==> src/rtl/dac_wave_gen.sv <==
// Sample source for the SPI DAC: phase-accumulator waveform, gain/offset with
// saturation, and a held output register behind a valid/ready handshake.
module dac_wave_gen #(
   parameter int PHASE_W  = 24,
   parameter int RATE_DIV = 1200
) (
   input  logic               clk12MHz,
   input  logic               rst,
   input  logic               enable,
   input  logic [1:0]         wave_sel,
   input  logic [PHASE_W-1:0] phase_step,
   input  logic [11:0]        amplitude,
   input  logic [11:0]        offset,
   input  logic               clr_overrun,
   output logic [11:0]        sample,
   output logic               sample_valid,
   input  logic               sample_ready,
   output logic               overrun,
   output logic [1:0]         debug_state
);
   localparam int DIV_W = $clog2(RATE_DIV);

   typedef enum logic [1:0] {IDLE = 2'd0, RAW = 2'd1, SCALE = 2'd2, SPARE = 2'd3} state_t;

   state_t             state, state_nxt;
   logic [DIV_W-1:0]   div_cnt;
   logic [PHASE_W-1:0] phase;
   logic [11:0]        p_cap, raw, raw_nxt, scaled, result;
   logic [1:0]         ws_cap;
   logic [12:0]        gain, sum;
   logic [24:0]        prod;
   logic               tick, xfer, leave_scale;

   assign tick = enable && (div_cnt == DIV_W'(RATE_DIV - 1));

   // Phase and wave select are captured together so the sample reflects the tick moment
   always_ff @(posedge clk12MHz) begin
      if (!rst) begin
         div_cnt <= '0;
         phase   <= '0;
         p_cap   <= '0;
         ws_cap  <= '0;
      end else if (!enable) begin
         div_cnt <= '0;
      end else if (tick) begin
         div_cnt <= '0;
         p_cap   <= phase[PHASE_W-1 -: 12];
         ws_cap  <= wave_sel;
         phase   <= phase + phase_step;
      end else begin
         div_cnt <= div_cnt + DIV_W'(1);
      end
   end

   always_ff @(posedge clk12MHz) begin
      if (!rst) state <= IDLE;
      else      state <= state_nxt;
   end

   always_comb begin
      state_nxt = IDLE;
      case (state)
         IDLE:    state_nxt = tick ? RAW : IDLE;
         RAW:     state_nxt = SCALE;
         SCALE:   state_nxt = IDLE;
         default: state_nxt = IDLE;
      endcase
   end

   always_comb begin
      raw_nxt = 12'h800;
      case (ws_cap)
         2'd0:    raw_nxt = p_cap;
         2'd1:    raw_nxt = p_cap[11] ? {~p_cap[10:0], 1'b0} : {p_cap[10:0], 1'b0};
         2'd2:    raw_nxt = {12{p_cap[11]}};
         default: raw_nxt = 12'h800;
      endcase
   end

   always_ff @(posedge clk12MHz) begin
      if (!rst)              raw <= '0;
      else if (state == RAW) raw <= raw_nxt;
   end

   assign gain   = {1'b0, amplitude} + 13'd1;
   assign prod   = 25'(raw) * 25'(gain);
   assign scaled = 12'(prod >> 12);
   assign sum    = {1'b0, scaled} + {1'b0, offset};
   assign result = sum[12] ? 12'hFFF : sum[11:0];

   assign xfer        = sample_valid && sample_ready;
   assign leave_scale = (state == SCALE);

   // A held, unconsumed sample is never overwritten; the new result is dropped instead
   always_ff @(posedge clk12MHz) begin
      if (!rst) begin
         sample       <= '0;
         sample_valid <= 1'b0;
         overrun      <= 1'b0;
      end else begin
         if (leave_scale && (!sample_valid || xfer)) begin
            sample       <= result;
            sample_valid <= 1'b1;
         end else if (xfer) begin
            sample_valid <= 1'b0;
         end
         if (leave_scale && sample_valid && !xfer) overrun <= 1'b1;
         else if (clr_overrun)                     overrun <= 1'b0;
      end
   end

   assign debug_state = state;
endmodule
==> config.mk <==
export PLATFORM = sky130hd
export DESIGN_NAME = dac_wave_gen
export DESIGN_NICKNAME = d
export VERILOG_FILES = /design/src/rtl/dac_wave_gen.sv
export SDC_FILE = /design/constraint.sdc
export NUM_CORES = 1
export LEC_CHECK = 0
export ABC_AREA = 1
export CAP_MARGIN = 20
export CORE_MARGIN = 2
export CORE_UTILIZATION = 55
export CTS_CLUSTER_SIZE = 16
export DETAILED_ROUTE_END_ITERATION = 7
export PLACE_DENSITY = 0.76
export SYNTH_ARGS = -nofsm -noshare
export SYNTH_HDL_FRONTEND = slang
export SYNTH_SLANG_ARGS = --single-unit
==> constraint.sdc <==
create_clock -name clk12MHz -period 7.8 [get_ports clk12MHz]
set_clock_uncertainty 0.15 [all_clocks]
set_input_delay 0.78 -clock clk12MHz [delete_from_list [all_inputs] [get_ports clk12MHz]]
set_output_delay 0.78 -clock clk12MHz [all_outputs]
set_load 0.05 [all_outputs]
==> metrics <==
static leakage 6.09 nW; multiplexer area fraction after synthesis 0%; Crit. Startpoint amplitude[0]; TritonCTS clock tree done; Final setup violation count 0; initial DRC count 692; gr ovfl total 0; Routed WL 26500 um; minimum clock period 7.38 ns; Synth top cells by count nand2_1, inv_1, nor2_1; HPWL after detailed placement 21500 um; MaxCap Viol Count 0; global-route wire length before repair 44800 um; drt pass-1 iters 5; hold_sp div_cnt[0]; Critical Path RT 7.88 ns; layout cells sized above 1 6.47%; Max stage delay cell, worst path fa_1; Slew Limit Fails 0; Die H 141 um; syn_nets 1726; vias in the first global route 9418; crit path launch type input pin; Cell Area, Placed 11400 sq um; gr usage total 27.7%; Yosys warning count 0; WL per Instance 14.9 um; hold_buf cts 0; asr flop ratio synth 0%; port bufs 70; Synth area leader fa_1; Die Footprint 19900 sq um; Worst VDD drop 0.000114 V; H-tree levels 3; Simple-Gate Fraction of Synth Area 26.4%; fin worst setup slack 0.416 ns; Vias 9555; fin util 63.2%; status finished, final reports clean; r2r setup slk 1.22 ns; mapped cell area 10300 sq um; worst reg2reg startpoint raw[9]; vias per cell 5.37; Die W 141 um; Yosys top cell area share 21.3%; crit end category register; Max Clock Freq 0.135 GHz; Setup CP Type in -> reg; GPL Wtd Cong 0.965; Worst path max stage delay 0.59 ns; flop and latch count out of synthesis 77; io pins 71; post-synthesis cell type count 49; crit-path most repeated cell nand2_1; Synth area leaders fa_1, dfxtp_1, nand2_1, ha_1, inv_1; latest clock arrival within the worst-skew pair 0.35 ns; EDFF count, synth 0; synthesized area per cell 7.05 sq um; fin nets 1804; worst min path class reg -> reg; Antenna Nets Post-Route 0; largest net degree at the start of global routing 54; CTS Buf Count 9; sequential share of the synthesized area 14.9%; initial antenna violation count 0; slew at the pin closest to its max-slew limit 0.861 ns; most numerous cell in the Yosys netlist nand2_1; final hold viol count 0; Final Total Pwr 935 uW; power per standard cell area 79.7 nW/um^2; Clk pin slew, worst setup/hold paths 0.06 ns; initial core utilization 55.6%; pre-CTS WS -0.209 ns; Rows 50; largest family of logic cells by synthesized area adder cells; Fill cells 1658; P&R area growth vs syn 13.6%; Longest Clk Path Bufs 2; Hold Worst Slack 0.301 ns; signal arrival time at the worst endpoint 7.47 ns; Most used DFF post-synth dfxtp_1; clk sink count 77; xor/xnor cell area share of the yosys netlist 2.61%; CP Max Fanout 5; diode count 0; Synth Area in Compound Gates 11.5%; Post-Synth Adder-Cell Area 32.8%; Clock Tree Root clkbuf_16; CORE AREA 18600 sq um; post-route cell area 11700 sq um; Worst slew margin 42.6%; DRC violations left 0; Post-Synthesis Cells 1466; Final period util 94.7%
worst max-delay path, delay by kind of cell:
| family | cells | cell delay [ns] |
|---|---|---|
| xor+xnor | 2 | 0.42 |
| compound gates | 4 | 0.49 |
| fa+ha+maj | 8 | 3.56 |
| buf+inv | 5 | 0.98 |
| simple gates | 11 | 1.20 |
cell usage in the layout, fill, tap and decap left out, types with 18 or more instances in the layout:
cell type	count
xor2_1	18
inv_1	266
clkdlybuf4s50_1	69
nand4_1	18
nand2_1	343
buf_4	28
ha_1	93
a21oi_1	86
nand3_1	66
dfxtp_1	77
nor2_1	145
fa_1	110
o21a_1	19
o21ai_0	57
where the power goes:
| part | internal [mW] | leakage [nW] | switching [mW] |
|---|---|---|---|
| combinational | 0.0518 | 5.33 | 0.0671 |
| sequential | 0.394 | 0.620 | 0.000329 |
| clock | 0.259 | 0.143 | 0.163 |
| total | 0.705 | 6.09 | 0.231 |
registers in the layout (all words and copies together) (netlist names):
name and cells:
div_cnt 11, overrun 1, p_cap 12, phase 24
debug_state 2, raw 12, sample 12, sample_valid 1
ws_cap 2
area by class of cell:
type | instances | area (sq um) | area share (%)
sequential | 77 | 1540 | 13.1
clock inverter | 2 | 35.0 | 0.298
inverter | 279 | 1050 | 8.96
multi-input combinational | 1079 | 7660 | 65.3
timing repair buffer | 98 | 906 | 7.71
clock buffer | 11 | 253 | 2.15
tap | 234 | 293 | 2.49
logic make-up after synthesis:
family / count (synthesis)
AO/OA/AOI/OAI: 209
AND/OR/NAND/NOR: 635
buffers and inverters: 310
flip-flops: 77
adder cells (fa/ha/maj): 205
XOR/XNOR: 30
path summary, 6_finish.rpt:
kind,end,depth (start not counted)
max,sample[9],30
min,div_cnt[0],1
max reg2reg,sample[9],26
min reg2reg,div_cnt[0],1
layer usage:
layer / routed length (um) / track usage, % / vias up
met5: 0 / 0 / -
met4: 639 / 7.79 / 0
met3: 1630 / 4.86 / 52
met2: 12000 / 44.5 / 308
met1: 12300 / 38.6 / 4440
li1: - / - / 4755
through the flow:
stage	setup TNS, ns	instances
2_1_floorplan	0	1466
3_3_place_gp	-1.14	1765
3_5_place_dp	-2.23	1765
4_1_cts	0	1778
5_1_grt	-0.118	1780
6_report	0	1780
what timing repair did:
| action | in CTS | in global routing |
|---|---|---|
| gates resized for setup | 0 | 19 |
| setup buffers | 0 | 2 |
| endpoints found under the setup margin | 0 | 12 |
Power figures use the tool's default switching activity.
